===== src/rtl/rob_pkg.sv =====
// Shared rename/ROB definitions: tag geometry, tag type and instruction-type encodings.
package rob_pkg;

  localparam int unsigned TAG_W     = 5;
  localparam int unsigned ROB_DEPTH = 32;
  localparam int unsigned CNT_W     = TAG_W + 1;

  typedef logic [TAG_W-1:0] tag_t;

  typedef enum logic [1:0] {
    INST_RD_VALID = 2'b00,
    INST_BRANCH   = 2'b01,
    INST_STORE    = 2'b10
  } inst_type_e;

  // Retire-side tag return as carried on the ROB retire bus.
  typedef struct packed {
    logic valid;
    tag_t tag;
  } tag_ret_t;

endpackage


===== src/rtl/tag_fifo.sv =====
// Free-list allocator for rename/ROB tags: show-ahead alloc, retire-side free, flush reinit.
// Optional duplicate-free detection is enabled with `define TAG_FIFO_DUPCHK_EN.
module tag_fifo
  import rob_pkg::*;
#(
  parameter int unsigned TAG_W = rob_pkg::TAG_W,
  parameter int unsigned DEPTH = rob_pkg::ROB_DEPTH
) (
  input  logic             clock,
  input  logic             reset,
  input  logic             flush,
  input  logic             alloc_req,
  output logic [TAG_W-1:0] alloc_tag,
  output logic             alloc_valid,
  input  logic             free_valid,
  input  logic [TAG_W-1:0] free_tag,
  output logic [TAG_W:0]   count,
  output logic             empty,
  output logic             full,
  output logic             overflow_err,
  output logic             dup_err
);

  localparam int unsigned CW = TAG_W + 1;

  logic [TAG_W-1:0] mem_q [DEPTH];
  logic [TAG_W-1:0] mem_d [DEPTH];
  logic [TAG_W-1:0] rd_ptr_q, rd_ptr_d;
  logic [TAG_W-1:0] wr_ptr_q, wr_ptr_d;
  logic [CW-1:0]    count_q, count_d;
  logic             ovf_q, ovf_d;
  logic             empty_c, full_c;
  logic             alloc_acc_c, free_acc_c;
  logic             free_ok_c;

  assign empty_c     = (count_q == '0);
  assign full_c      = (count_q == CW'(DEPTH));
  assign alloc_acc_c = alloc_req && !empty_c && !flush;

`ifdef TAG_FIFO_DUPCHK_EN
  logic [DEPTH-1:0] in_use_q, in_use_d;
  logic             dup_q, dup_d;

  // Only tags currently out on the pipeline may come back.
  assign free_ok_c = in_use_q[free_tag];

  always_comb begin
    in_use_d = in_use_q;
    dup_d    = dup_q;
    if (flush) begin
      in_use_d = '0;
    end else begin
      if (free_valid && !full_c && !free_ok_c) dup_d = 1'b1;
      if (free_acc_c)  in_use_d[free_tag]  = 1'b0;
      if (alloc_acc_c) in_use_d[alloc_tag] = 1'b1;
    end
  end

  always_ff @(posedge clock) begin
    if (reset) begin
      in_use_q <= '0;
      dup_q    <= 1'b0;
    end else begin
      in_use_q <= in_use_d;
      dup_q    <= dup_d;
    end
  end

  assign dup_err = dup_q;
`else
  assign free_ok_c = 1'b1;
  assign dup_err   = 1'b0;
`endif

  assign free_acc_c = free_valid && !full_c && free_ok_c && !flush;

  // Next-state for pointers, storage, count and overflow flag.
  always_comb begin
    mem_d    = mem_q;
    rd_ptr_d = rd_ptr_q;
    wr_ptr_d = wr_ptr_q;
    count_d  = count_q;
    ovf_d    = ovf_q;
    if (flush) begin
      for (int unsigned i = 0; i < DEPTH; i++) mem_d[i] = TAG_W'(i);
      rd_ptr_d = '0;
      wr_ptr_d = '0;
      count_d  = CW'(DEPTH);
    end else begin
      if (free_valid && full_c) ovf_d = 1'b1;
      if (alloc_acc_c) rd_ptr_d = rd_ptr_q + TAG_W'(1);
      if (free_acc_c) begin
        mem_d[wr_ptr_q] = free_tag;
        wr_ptr_d        = wr_ptr_q + TAG_W'(1);
      end
      count_d = count_q + CW'(free_acc_c) - CW'(alloc_acc_c);
    end
  end

  always_ff @(posedge clock) begin
    if (reset) begin
      for (int unsigned i = 0; i < DEPTH; i++) mem_q[i] <= TAG_W'(i);
      rd_ptr_q <= '0;
      wr_ptr_q <= '0;
      count_q  <= CW'(DEPTH);
      ovf_q    <= 1'b0;
    end else begin
      mem_q    <= mem_d;
      rd_ptr_q <= rd_ptr_d;
      wr_ptr_q <= wr_ptr_d;
      count_q  <= count_d;
      ovf_q    <= ovf_d;
    end
  end

  assign alloc_tag    = mem_q[rd_ptr_q];
  assign alloc_valid  = !empty_c;
  assign count        = count_q;
  assign empty        = empty_c;
  assign full         = full_c;
  assign overflow_err = ovf_q;

endmodule


===== config.mk =====
export PLATFORM = sky130hd
export DESIGN_NAME = tag_fifo
export DESIGN_NICKNAME = d
export VERILOG_FILES = /design/src/rtl/rob_pkg.sv /design/src/rtl/tag_fifo.sv
export SDC_FILE = /design/constraint.sdc
export NUM_CORES = 1
export LEC_CHECK = 0
export CORE_MARGIN = 4
export CORE_UTILIZATION = 63
export CTS_CLUSTER_DIAMETER = 40
export DETAILED_ROUTE_END_ITERATION = 10
export HOLD_SLACK_MARGIN = 0.12
export PLACE_DENSITY = 0.87
export SLEW_MARGIN = 20
export SYNTH_ARGS = -nofsm -noshare
export SYNTH_HDL_FRONTEND = slang
export SYNTH_SLANG_ARGS = --single-unit

===== constraint.sdc =====
create_clock -name clock -period 6.6 [get_ports clock]
set_input_delay 0.66 -clock clock [delete_from_list [all_inputs] [get_ports clock]]
set_output_delay 0.66 -clock clock [all_outputs]
set_load 0.01 [all_outputs]

==> results.cfg <==
[status]
status = complete, no violations

[finish]
nets = 875
antenna_cells = 0
drive_above_1_share_pct = 11.0
area_delta_synth_final_pct = 10.1
fillers = 886

[power_and_ir_drop]
clockPowerShare_pct = 42.7
powerDensity_nw_per_um2 = 291
p_seq_share_pct = 43.0
switchingPower_w = 0.000675
comb_power_share_pct = 14.3
peakVddDrop_uv = 267
p_int_w = 0.00189
swShare_pct = 26.3
p_leak_nw = 2.90

[yosys]
ys_seq_area_share_pct = 44.3
synth.most_common_cell = dfxtp_1
synth_top_area_share_pct = 44.3
synth_top_family_by_area = simple AND/OR/NAND/NOR gates
ys_top_cells_by_area = dfxtp_1 44%, mux4_2 7.9%, a21oi_1 5.7%, nor3_1 5.4%, nor2_1 4.7%
synthXorXnorAreaFrac_pct = 1.10
synth_edf_count = 0
synth_compound_area_share_pct = 14.3
synth_common_cells = 177 x dfxtp_1, 100 x nor2_1, 91 x a21oi_1
synth_cell_types = 45
synthAdderAreaFrac_pct = 2.44
syn_area_um2 = 8000
ys_seq_elements = 177
synthCells = 878
yosysTopAreaCell = dfxtp_1
yosys_warnings = 0
synthFlopType = dfxtp_1
synth_mux_area_share_pct = 11.6
synth-async-reset-ratio_pct = 0
syn_area_per_cell_um2 = 9.11
synth_fp_nets = 903
yosys.area_share.simple_pct = 21.1

[timing]
setup_tns_ns = 0
finClkSkew_ns = 0.00730
hold_violations = 0
layout_min_cycle_time_ns = 4.29
slew_headroom_pct = 36.3
fmax_ghz = 0.233
slew_viol_final = 0
tightest_slew_ns = 0.953
period_share_pct = 65.0
fin_ws_ns = 2.31
rsz0062_at_grt = no
setup_violations = 0

[cts]
cts.hold.buffers_added = 0
cts_buffers = 17
cts_buffer_depth = 2
clock-sinks = 177
post_cts_resized = 0
htree_levels = 4
clkSlewWorstSetupHoldPaths_ns = 0.06
post_cts_buffers = 0
root_buffer = clkbuf_16
cts_tree = done
clk-insertion-delay-late_ns = 0.43

[global_routing]
busiest_layer = met2
grt_first_pass_wirelength_um = 35100
antenna_found_initial = 0
met2_usage_pct = 48.2
overflow = 0
grtUsageTotal_pct = 30.8
use_met1_pct = 37.7
use_met3_pct = 9.35
grt_pass1_vias = 6948
grt_max_degree = 85

[place]
place_hpwl_um = 13600
pre_cts_ws_ns = 2.79
port_buffers = 24
gp_congestion = 0.901

[detailed_routing]
drtIter0Drc = 1073
drc_errors = 0
num_vias = 7053
drtAntennaViolNets = 0
finalWirelength_um = 21700
first_pass_iters = 6
vias_per_cell = 6.84
wl_per_cell_um = 21.0

[setup_path]
worstSetupEndpoint = alloc_tag[4]
path_cells = buf_4, mux4_1, a22o_1, a211oi_1, a21oi_1, clkdlybuf4s50_1
cp.arrival_ns = 3.63
cp-start-kind = flip-flop
crit_start = rd_ptr_q[0]$_SDFFE_PP0P_
path_max_fanout = 27
r2r-end = count[4]$_SDFF_PP0_
max_stage_delay_ns = 0.88
r2r_start = count[3]$_SDFF_PP0_
critPathRequiredTime_ns = 5.94
setup.worst_path.class = reg -> out
crit_path_end_kind = primary output
rrSetupSlack_ns = 3.35
slowest_stage = dfxtp_2
r2r_cells = 15

[die]
die_y_um = 121
dieArea_um2 = 14600
die_width_um = 121
floorplan.initialDensity_pct = 65.5
rows = 40
ios = 26
core-area_um2 = 12200

[job]
drv_cap = 0

[min_path]
hold_class = reg -> reg
## metal layers
metal,vias up,share of wire (%)
li1,3150,-
met4,0,5.3
met3,112,11
met5,-,0
met1,3309,37
met2,482,47
## stage by stage
stage          area (µm²)  power (W)  instances  hold WS [ns]  util, %
3_5_place_dp         8170    0.00148        999         0.456     66.9
2_1_floorplan        8000    0.00137        878         0.433        -
4_1_cts              8810    0.00255       1031         0.466     72.1
6_report             8810    0.00256       1031         0.471     72.1
3_3_place_gp         8170    0.00146        999         0.444     66.9
5_1_grt              8810    0.00263       1031         0.498     72.1
## logic make-up (layout without fill, tap and decap cells)
kind of cell | count (synthesis) | in the layout
compound gates | 202 | 202
xor+xnor | 10 | 10
fa+ha+maj | 15 | 15
buf+inv | 93 | 78
flops | 177 | 177
mux | 51 | 51
other cells | 1 | 1
simple gates | 329 | 329
## state kept, by name, indices dropped and copies added (netlist names)
signal / cells
mem_q: 160
count: 6
rd_ptr_q: 5
wr_ptr_q: 5
overflow_err: 1
## cell type report
class                   instances  area (µm²)  area share [%]
multi-input cells             608        4050            46.0
flip-flops and latches        177        3540            40.3
inverters                      13        48.8           0.554
repair buffers                 33         308            3.50
well taps                     168         210            2.39
clock buffers                  23         488            5.54
clock inverters                 9         153            1.73
## worst max-delay path: cells and delay by family, from the launching register on
kind | cells | cell delay, ns
buf+inv | 2 | 1.05
mux | 1 | 0.63
flops | 1 | 0.88
compound gates | 3 | 0.60
## layout by cell type (no fill, tap or decap), types with 4 or more instances in the layout
master / Yosys / final
mux2i_1: 19 / 19
clkbuf_8: 0 / 4
nand2_1: 10 / 10
nand4_1: 23 / 23
clkdlybuf4s50_1: 0 / 24
mux4_2: 28 / 28
inv_1: 13 / 13
mux4_1: 4 / 4
nand3_1: 74 / 74
clkbuf_16: 0 / 17
nand4_2: 8 / 8
a22oi_1: 5 / 5
nor2_1: 100 / 99
dfxtp_1: 177 / 176
buf_4: 4 / 9
a31o_2: 13 / 13
a211oi_1: 8 / 8
nor3_1: 86 / 86
ha_1: 14 / 14
and4_1: 5 / 5
o21ai_0: 68 / 68
a22o_1: 4 / 4
xnor2_1: 7 / 7
o22ai_1: 4 / 4
a21oi_1: 91 / 91
o221ai_1: 5 / 5
bufinv_16: 0 / 4
## power groups by stage
stage | clock [W] | sequential (W) | combinational, W
2_1_floorplan | 0 | 0.00112 | 0.000253
3_3_place_gp | 0 | 0.00112 | 0.000336
3_5_place_dp | 0 | 0.00113 | 0.000351
4_1_cts | 0.00109 | 0.00110 | 0.000357
5_1_grt | 0.00114 | 0.00110 | 0.000389
6_report | 0.00109 | 0.00110 | 0.000366
## how the worst min path moves through the flow
stage	depth (start not counted)	to	startpoint
CTS	2	mem_q[43]$_SDFFE_PP0P_	mem_q[43]$_SDFFE_PP0P_
global placement	2	mem_q[105]$_SDFFE_PP0P_	mem_q[105]$_SDFFE_PP0P_
detailed placement	2	mem_q[135]$_SDFFE_PP0P_	mem_q[135]$_SDFFE_PP0P_
finish	2	mem_q[43]$_SDFFE_PP0P_	mem_q[43]$_SDFFE_PP0P_
floorplan	2	mem_q[43]$_SDFFE_PP0P_	mem_q[43]$_SDFFE_PP0P_
global route	2	mem_q[125]$_SDFFE_PP0P_	mem_q[125]$_SDFFE_PP0P_
Power figures use the tool's default switching activity.
